### src/rtl/instr_sequencer.sv
`default_nettype none
// +-----------------------------------------------------------------------------+
// | Module   : instr_sequencer                                                  |
// | Brief    : Multi-cycle FETCH/DECODE/EXEC/MEM/WB sequencer with HALT/BEQ.    |
// |            Optional retired-instruction counter under SEQ_PERF_CNT_EN.      |
// | Revision : 1.0                                                              |
// +-----------------------------------------------------------------------------+
module instr_sequencer #(
   parameter logic [31:0] RESET_PC   = 32'h0000_0000,
   parameter logic [3:0]  ALU_ADD_OP = 4'b0010
) (
   input  logic        clk,
   input  logic        rst_n,
   input  logic        start,
   input  logic [31:0] instruction,
   input  logic [31:0] data_read,
   input  logic [31:0] src1_data,
   input  logic [31:0] src2_data,
   input  logic [31:0] alu_result,
   output logic [31:0] pc,
   output logic [1:0]  reg_src1,
   output logic [1:0]  reg_src2,
   output logic        reg_wr_en,
   output logic [1:0]  reg_wr_addr,
   output logic [31:0] reg_wr_data,
   output logic [31:0] alu_a,
   output logic [31:0] alu_b,
   output logic [3:0]  alu_op,
   output logic        mem_en,
   output logic        mem_rw,
   output logic [31:0] mem_addr,
   output logic [31:0] mem_wdata,
   output logic        busy,
   output logic        halted,
   output logic [15:0] instr_count
);

   typedef enum logic [2:0] {
      S_IDLE   = 3'd0,
      S_FETCH  = 3'd1,
      S_DECODE = 3'd2,
      S_EXEC   = 3'd3,
      S_MEM    = 3'd4,
      S_WB     = 3'd5,
      S_HALT   = 3'd6
   } state_t;

   localparam logic [1:0] C_CLS_ALU   = 2'b00;
   localparam logic [1:0] C_CLS_LOAD  = 2'b01;
   localparam logic [1:0] C_CLS_STORE = 2'b10;
   localparam logic [1:0] C_CLS_CTRL  = 2'b11;

   logic [1:0]  r_rst_sync;
   logic        w_rst_n;
   state_t      r_state;
   state_t      w_next;
   logic [31:0] r_pc;
   logic [31:0] r_ir;
   logic [31:0] r_a;
   logic [31:0] r_b;
   logic [31:0] r_alu_out;
   logic [31:0] r_mdr;

   logic [1:0]  w_cls;
   logic [3:0]  w_op;
   logic [31:0] w_imm;
   logic        w_is_halt;
   logic        w_is_beq;
   logic [31:0] w_pc_plus4;
   logic [31:0] w_pc_next;
   logic        w_unused_bits;

   // Assertion is immediate; release is delayed by two clk edges.
   always_ff @(posedge clk or negedge rst_n) begin
      if (!rst_n) r_rst_sync <= 2'b00;
      else        r_rst_sync <= {r_rst_sync[0], 1'b1};
   end
   assign w_rst_n = r_rst_sync[1];

   assign w_cls         = r_ir[31:30];
   assign w_op          = r_ir[29:26];
   assign w_imm         = {{16{r_ir[15]}}, r_ir[15:0]};
   assign w_is_halt     = (w_cls == C_CLS_CTRL) && r_ir[29];
   assign w_is_beq      = (w_cls == C_CLS_CTRL) && !r_ir[29];
   assign w_pc_plus4    = r_pc + 32'd4;
   assign w_pc_next     = (w_is_beq && (r_a == r_b)) ? (w_pc_plus4 + {w_imm[29:0], 2'b00})
                                                     : w_pc_plus4;
   assign w_unused_bits = &{r_ir[19:16], 1'b0};

   always_ff @(posedge clk or negedge w_rst_n) begin
      if (!w_rst_n) begin
         r_state   <= S_IDLE;
         r_pc      <= RESET_PC;
         r_ir      <= 32'd0;
         r_a       <= 32'd0;
         r_b       <= 32'd0;
         r_alu_out <= 32'd0;
         r_mdr     <= 32'd0;
      end else begin
         r_state <= w_next;
         case (r_state)
            S_FETCH:  r_ir <= instruction;
            S_DECODE: begin
               r_a <= src1_data;
               r_b <= src2_data;
            end
            S_EXEC: begin
               r_alu_out <= alu_result;
               r_pc      <= w_pc_next;
            end
            S_MEM: if (w_cls == C_CLS_LOAD) r_mdr <= data_read;
            default: ;
         endcase
      end
   end

   always_comb begin
      w_next      = r_state;
      reg_src1    = 2'd0;
      reg_src2    = 2'd0;
      reg_wr_en   = 1'b0;
      reg_wr_addr = 2'd0;
      reg_wr_data = 32'd0;
      alu_a       = 32'd0;
      alu_b       = 32'd0;
      alu_op      = 4'd0;
      mem_en      = 1'b0;
      mem_rw      = 1'b0;
      mem_addr    = 32'd0;
      mem_wdata   = 32'd0;

      if (r_state inside {S_DECODE, S_EXEC, S_MEM, S_WB}) begin
         reg_src1 = r_ir[23:22];
         reg_src2 = r_ir[21:20];
      end

      case (r_state)
         S_IDLE:   if (start) w_next = S_FETCH;
         S_FETCH:  w_next = S_DECODE;
         S_DECODE: w_next = w_is_halt ? S_HALT : S_EXEC;
         S_EXEC: begin
            alu_a = r_a;
            if (w_cls == C_CLS_LOAD || w_cls == C_CLS_STORE) begin
               alu_b  = w_imm;
               alu_op = ALU_ADD_OP;
               w_next = S_MEM;
            end else begin
               alu_b  = r_b;
               alu_op = w_op;
               w_next = (w_cls == C_CLS_ALU) ? S_WB : S_FETCH;
            end
         end
         S_MEM: begin
            mem_en    = 1'b1;
            mem_rw    = (w_cls == C_CLS_STORE);
            mem_addr  = r_alu_out;
            mem_wdata = r_b;
            w_next    = (w_cls == C_CLS_LOAD) ? S_WB : S_FETCH;
         end
         S_WB: begin
            reg_wr_en   = 1'b1;
            reg_wr_addr = r_ir[25:24];
            reg_wr_data = (w_cls == C_CLS_LOAD) ? r_mdr : r_alu_out;
            w_next      = S_FETCH;
         end
         S_HALT:   if (start) w_next = S_FETCH;
         default:  w_next = S_IDLE;
      endcase
   end

   assign pc     = r_pc;
   assign busy   = (r_state != S_IDLE) && (r_state != S_HALT);
   assign halted = (r_state == S_HALT);

`ifdef SEQ_PERF_CNT_EN
   logic [15:0] r_instr_count;
   logic        w_retire;

   // An instruction retires when control returns to FETCH from a work state.
   assign w_retire = (w_next == S_FETCH) && (r_state inside {S_EXEC, S_MEM, S_WB});

   always_ff @(posedge clk or negedge w_rst_n) begin
      if (!w_rst_n)      r_instr_count <= 16'd0;
      else if (w_retire) r_instr_count <= r_instr_count + 16'd1;
   end
   assign instr_count = r_instr_count;
`else
   assign instr_count = 16'h0000;
`endif

endmodule
`default_nettype wire

### config.mk
export PLATFORM = sky130hd
export DESIGN_NAME = instr_sequencer
export DESIGN_NICKNAME = d
export VERILOG_FILES = /design/src/rtl/instr_sequencer.sv
export SDC_FILE = /design/constraint.sdc
export NUM_CORES = 1
export LEC_CHECK = 0
export BUFFER_PORTS_ARGS = -buffer_cell sky130_fd_sc_hd__buf_4
export CORE_MARGIN = 2
export CORE_UTILIZATION = 47
export CTS_CLUSTER_DIAMETER = 120
export CTS_CLUSTER_SIZE = 16
export DETAILED_ROUTE_END_ITERATION = 6
export PLACE_DENSITY_LB_ADDON = 0.12
export RECOVER_POWER = 100
export SLEW_MARGIN = 30
export SYNTH_ARGS = -nofsm -noshare
export SYNTH_HDL_FRONTEND = slang
export SYNTH_SLANG_ARGS = --single-unit
### constraint.sdc
create_clock -name clk -period 5.2 [get_ports clk]
set_input_delay 0.26 -clock clk [delete_from_list [all_inputs] [get_ports clk]]
set_output_delay 0.26 -clock clk [all_outputs]
set_load 0.005 [all_outputs]
==> summary.md, run 1 <==
| Metric | Value |
|---|---|
| CP arrival | 4.29 ns |
| Outcome | finished with violations |
| Primary FF master, synth | dfrtp_1 |
| Clk slew on worst S/H paths | 0.08 ns |
| Tmin final | 4.55 ns |
| Clock Power Share | 16.6% |
| Post-synth EDFFs | 0 |
| Worst EP required | 4.94 ns |
| Adder-Cell Fraction of Synth Area | 4.42% |
| Mean Syn Cell Area | 9.37 um^2 |
| Critical path buffers and inverters | 2 |
| Cell count after synthesis | 1,288 |
| Area grow syn2layout | 27.6% |
| Final max-slew violation count | 285 |
| Reg power frac | 33.7% |
| Failing checks | capacitance limit, slew limit |
| Fill count | 2,258 |
| Yosys top cell area share | 39.6% |
| CTS Buf Count | 17 |
| Fraction of layout cells with a size suffix above 1 | 30.1% |
| Lkg Pwr | 7.73 nW |
| Worst-path fanout max | 77 |
| Crit Path Class | register to output pin |
| Fin nets | 1,812 |
| Synth top cells by count | dfrtp_1 (191), nand2_1 (191), mux2_2 (121), and3_1 (112), nor2_1 (81) |
| Clk buf depth | 2 |
| First-pass GRT wire length | 60,100 um |
| Final HPWL DP | 29,300 um |
| Final setup fails | 0 |
| Worst-Margin Slew | 3.20 ns |
| Max cap viols | 6 |
| Cell area after synthesis | 12,100 um^2 |
| Avg WL per Cell | 20.4 um |
| Internal | 4.71 mW |
| Congestion Overflow GR | 0 |
| Register area share after synthesis | 39.6% |
| Post-synthesis compound-gate area fraction | 8.69% |
| Post-Layout Inst Area | 15,400 um^2 |
| Final cell count without fillers | 1,954 |
| Switching share of power | 43.0% |
| Worst setup margin | 0.650 ns |
| Post-synth cell types | 63 |
| FFs w/ async S/R, synth | 100% |
| Relative slew margins | -113% |
| DR pass1 iterations | 6 |
| Placed cell areas | 15,000 um^2 |
| DRT Wirelength | 39,800 um |
| Hold Vio Cnt, Final | 0 |
| Dpl cells | 1,917 |
| Simple-gate area share of the yosys netlist | 21.5% |
| Synthesis Warnings | 0 |
| RSZ-0062 raised after global routing | no |
| Initial cell density of the core | 47.9% |
| Fin crit share | 87.5% |
| Vias/cell | 5.63 |
| Fmax | 220 MHz |
| Largest family of logic cells by synthesized area | simple AND/OR/NAND/NOR gates |
| PwrDens | 536 nW/um^2 |
| Post-Synth XOR/XNOR Area | 5.52% |
| DIE AREA | 27,000 um^2 |
| Clock Latency Late Sink | 0.43 ns |
| Worst Hold Class | input port to register |
| Largest net degree at the start of global routing | 115 |
| P_sw | 3.55 mW |
| TNS Setup | 0 ns |
| FF+latch count, synth | 191 |
| Chip Width | 164 um |
| Worst setup EP type | output pin |
| CTS H-tree depth | 4 |
| GP Congestion | 0.867 |
| Top Family by Delay on Critical Path | buffers and inverters |
| Slowest-stage cell, CP | clkbuf_1 |
| Vias in the first global route | 10,600 |
| Clock sink count | 191 |
| Pre-CTS WS | 1.17 ns |
| Largest cells by area after synthesis | dfrtp_1 (40%), mux2_2 (11%), nand2_1 (5.9%) |
| Die H | 164 um |
| CTS tree | built |
| Core area | 25,200 um^2 |
| Rows | 58 |
| Crit start category | register |
| Initial DRC count | 839 |
| Clock Skew | 0.0153 ns |
| Combinational share of power | 49.7% |
| Routed vias | 11,000 |
| DRC Markers | 0 |
| Input/output buffers | 363 |
| Post-synthesis mux area share | 16.1% |
| Top Ports | 386 |
| Root Buffer | clkbuf_16 |
| Detail Route Antenna Nets | 0 |
| Antenna violations before repair | 4 |
| Tot GR Track Use | 29.0% |
| Slowest stage delay, CP | 2.26 ns |
| Worst path cell trace | clkbuf_1, xor2_1, and2_1, buf_4 |
| Yosys top cell by area | dfrtp_1 |
| Max VDD drop | 0.296 mV |
[sequential cells by signal, indices dropped and copies added (netlist names)]
register	cells
r_b	32
r_rst_sync	2
pc	30
r_state	3
r_a	32
r_ir	28
r_mdr	32
r_alu_out	32
[area by class of cell]
| type | count | area (um^2) | area share, % |
|---|---|---|---|
| antenna | 4 | 10.0 | 0.0650 |
| sequential | 191 | 4780 | 31.1 |
| tap | 330 | 413 | 2.68 |
| timing repair buffer | 380 | 2640 | 17.2 |
| inverter | 15 | 56.3 | 0.366 |
| multi-input combinational | 1002 | 6890 | 44.7 |
| clock inverter | 14 | 178 | 1.15 |
| clock buffer | 18 | 429 | 2.79 |
[cells by family (layout without fill, tap and decap cells)]
family,Yosys count,in the layout
adder cells (fa/ha/maj),42,42
AND/OR/NAND/NOR,520,520
buffers and inverters,112,427
multiplexers,179,179
flip-flops,191,191
AO/OA/AOI/OAI,166,166
XOR/XNOR,76,76
other,2,23
[layout by cell type, fill, tap and decap left out, drive strengths merged, types with 11 or more instances in the layout]
cell type / count
nand2: 191
xnor2: 33
and2: 17
mux2: 121
nand3: 26
ha: 41
nor2: 81
clkbuf: 222
dfrtp: 191
inv: 22
nand2b: 11
a21oi: 43
xor2: 43
nand4: 18
mux2i: 58
and3: 112
o21ai: 44
nor3: 16
a21o: 16
nor4: 13
conb: 19
buf: 175
[power by group through the flow]
stage                     Clock [mW]  Combinational (mW)  Sequential [mW]
after floorplan                    0                2.81             2.58
after global placement             0                4.10             2.77
after detailed placement           0                4.17             2.80
after global routing            1.46                4.47             2.85
after CTS                       1.39                4.20             2.77
final                           1.37                4.11             2.78
[metrics by stage]
step | power [mW] | util, % | hold WS, ns
floorplan | 5.39 | - | -0.0356
global placement | 6.87 | 59.5 | 0.0432
detailed placement | 6.97 | 59.6 | 0.0448
CTS | 8.36 | 62.1 | 0.00429
global route | 8.78 | 61.1 | 0.0200
finish | 8.25 | 61.1 | 0.0219
[worst register-to-register path: stages, from the launching register on]
cell and delay [ns]:
dfrtp_1 0.49, and4_1 0.35, nand3_1 0.28, nor3_1 0.89, nand3_1 0.32, xnor2_1 0.23, ha_1 0.38, nand4_1 0.15
nor2_1 0.20, nand4_1 0.11, o31ai_1 0.56, a221oi_1 0.21, mux2i_1 0.20, nand2_1 0.07
[worst paths after layout]
path                       slack [ns]                        to  depth (start not counted)                    start
max                              0.65               reg_src1[0]                          4   r_state[2]$_DFFE_PN0P_
min                              0.02  r_alu_out[1]$_DFFE_PN0P_                          3            alu_result[1]
min reg2reg                      0.35   r_rst_sync[1]$_DFF_PN0_                          0  r_rst_sync[0]$_DFF_PN0_
min in group asynchronous        0.16   r_rst_sync[0]$_DFF_PN0_                          2                    rst_n
max reg2reg                      0.66        pc[29]$_DFFE_PN0P_                         13        pc[4]$_DFFE_PN0P_
max in group asynchronous        1.52  r_alu_out[0]$_DFFE_PN0P_                          2  r_rst_sync[1]$_DFF_PN0_
[timing repair]
item | in CTS | in global routing
setup buffers | 0 | 0
setup endpoints to repair | 0 | 0
hold buffers | 1 | 0
resized for setup | 0 | 0
hold endpoints to repair | 2 | 0
[metal layers]
| metal | global-route usage (%) | vias up | share of wire [%] |
|---|---|---|---|
| li1 | - | 5151 | - |
| met1 | 36.6 | 5381 | 42 |
| met4 | 10.9 | 0 | 3.0 |
| met5 | 0 | - | 0 |
| met3 | 6.82 | 70 | 7.4 |
| met2 | 48.2 | 392 | 47 |
Power figures use the tool's default switching activity.
==> inputs of run 2 (changes only) <==
CELL_PAD_IN_SITES_DETAIL_PLACEMENT = 2   (was not set)
CELL_PAD_IN_SITES_GLOBAL_PLACEMENT = 2   (was not set)
CORE_UTILIZATION = 28   (was 47)
==> run 2 against run 1 <==
- the flow still finishes with violations (capacitance limit, slew limit)
- sequential cell count unchanged
- clock-buffer cell count increased by 1
- clock skew decreased by 0.0023 ns
- largest cell class unchanged
- highest routed layer unchanged
==> summary.md, run 2 (synthesized netlist as in run 1, its figures left out) <==
| Metric | Value |
|---|---|
| Crit start category | register |
| GP Congestion | 0.824 (-5.0%) |
| Detail Route Antenna Nets | 0 (unchanged) |
| Clk buf depth | 2 (unchanged) |
| R2R depth | 4 (-9) |
| Crit Path Class | register to register |
| Initial cell density of the core | 28.2% (-20 points) |
| Max cap viols | 9 (+3) |
| Failing checks | capacitance limit, slew limit |
| Tmin final | 4.36 ns (-0.186 ns) |
| Lkg Pwr | 7.76 nW (+0.36%) |
| Tot GR Track Use | 22.6% (-6.4 points) |
| Routed vias | 11,200 (+2.2%) |
| Root Buffer | clkbuf_16 |
| Largest net degree at the start of global routing | 114 (-0.87%) |
| Clock Latency Late Sink | 0.46 ns (+0.03 ns) |
| Clock Skew | 0.0131 ns (-0.00226 ns) |
| Hold_ws | 0.0226 ns (+0.000731 ns) |
| Final HPWL DP | 37,400 um (+28%) |
| Fill count | 4,833 (+110%) |
| CP arrival | 4.71 ns (+0.42 ns) |
| Reg2reg start | r_state[2]$_DFFE_PN0P_ |
| Relative slew margins | -120% (-6.4 points) |
| Congestion Overflow GR | 0 (unchanged) |
| CTS Buf Count | 17 (unchanged) |
| Worst setup path end | r_mdr[28]$_DFFE_PN0P_ |
| Final setup fails | 0 (unchanged) |
| Worst r2r dst | r_mdr[28]$_DFFE_PN0P_ |
| Worst-path fanout max | 53 (-31%) |
| Worst EP required | 5.54 ns (+0.60 ns) |
| Core area | 42,800 um^2 (+70%) |
| Fin crit share | 83.9% (-3.6 points) |
| R2r setup slk | 0.84 ns (+0.18 ns) |
| CTS H-tree depth | 4 (unchanged) |
| CTS tree | built |
| Crit path launch | r_state[2]$_DFFE_PN0P_ |
| DRC Markers | 0 (unchanged) |
| Avg WL per Cell | 23.0 um (+13%) |
| Chip Width | 212 um (+29%) |
| Initial DRC count | 464 (-45%) |
| DR pass1 iterations | 4 (-2) |
| Final cell count without fillers | 2,205 (+13%) |
| Outcome | finished with violations |
| Top Ports | 386 (unchanged) |
| Fmax | 229 MHz (+4.3%) |
| Hold Vio Cnt, Final | 0 (unchanged) |
| Max VDD drop | 0.248 mV (-16%) |
| DIE AREA | 44,800 um^2 (+66%) |
| Input/output buffers | 363 (unchanged) |
| Die H | 212 um (+29%) |
| First-pass GRT wire length | 76,800 um (+28%) |
| Tot Pwr | 8.51 mW (+3.1%) |
| Fin nets | 1,845 (+1.8%) |
| Worst setup EP type | register |
| Antenna violations before repair | 6 (+2) |
| Worst-Margin Slew | 3.30 ns (+0.0957 ns) |
| Final max-slew violation count | 371 (+30%) |
| Clk slew on worst S/H paths | 0.08 ns (about the same) |
| Fraction of layout cells with a size suffix above 1 | 27.7% (-2.4 points) |
| Vias/cell | 5.10 (-9.4%) |
| DRT Wirelength | 50,600 um (+27%) |
| RSZ-0062 raised after global routing | no |
| Worst Hold Class | input port to register |
| Most frequent cells in the layout | nand2_1 (191), dfrtp_1 (191), buf_4 (178) |
| Area grow syn2layout | 31.5% |
| Final Core Density | 37.1% (-24 points) |
| Vias in the first global route | 12,100 (+14%) |
| TNS Setup | 0 ns (unchanged) |
| PwrDens | 536 nW/um^2 (about the same) |
| Rows | 76 (+31%) |
| Clock sink count | 191 (unchanged) |
| Dpl cells | 2,137 (+11%) |
## run 2: what timing repair did
item | in CTS | in global routing
endpoints found under the hold margin | 31 | 0
gates resized for setup | 0 | 0
endpoints found under the setup margin | 0 | 0
setup buffers | 0 | 0
hold buffers | 30 | 0
## run 2: power breakdown
part	total, mW	internal, mW	switching [mW]
registers	2.83	2.14	0.697
logic	4.24	1.85	2.38
clock network	1.44	0.782	0.656
total	8.51	4.77	3.74
## run 2: worst min path at each step
stage                        start                   endpoint  slack, ns  cells after the start
floorplan                    rst_n    r_rst_sync[0]$_DFF_PN0_      -0.04                      0
global placement             rst_n    r_rst_sync[0]$_DFF_PN0_       0.04                      1
detailed placement           rst_n    r_rst_sync[1]$_DFF_PN0_       0.04                      1
CTS                 instruction[0]        r_ir[0]$_DFFE_PN0P_     0.0006                      2
global route          data_read[3]       r_mdr[3]$_DFFE_PN0P_      0.008                      2
finish              alu_result[31]  r_alu_out[31]$_DFFE_PN0P_       0.02                      3
## run 2: routing by layer
layer | up-vias | wire length [um] | global-route usage (%)
met5 | - | 0 | 0
met4 | 0 | 909 | 5.97
met3 | 39 | 2020 | 3.83
met2 | 230 | 25200 | 39.3
met1 | 5770 | 22500 | 29.1
li1 | 5201 | - | -
## run 2: cell type report
cell class	instances	area, um^2	area share (%)
Multi-Input combinational cell	1002	6870	43.3
Antenna cell	6	15.0	0.0946
Tap cell	546	683	4.30
Sequential cell	191	4780	30.1
Clock buffer	19	443	2.79
Inverter	15	56.3	0.355
Timing Repair Buffer	413	2850	18.0
Clock inverter	13	176	1.11
## run 2: metrics by stage
step,cell area (um^2),setup slack [ns]
2_1_floorplan,12100,1.74
3_3_place_gp,15300,1.07
3_5_place_dp,15300,0.895
4_1_cts,16200,0.859
5_1_grt,15900,0.399
6_report,15900,0.837
## run 2: critical path, stage by stage (launching register included)
cell and delay [ns]:
dfrtp_1 0.94, clkbuf_1 1.71, and3_1 0.36, clkbuf_2 0.75, mux2_2 0.43
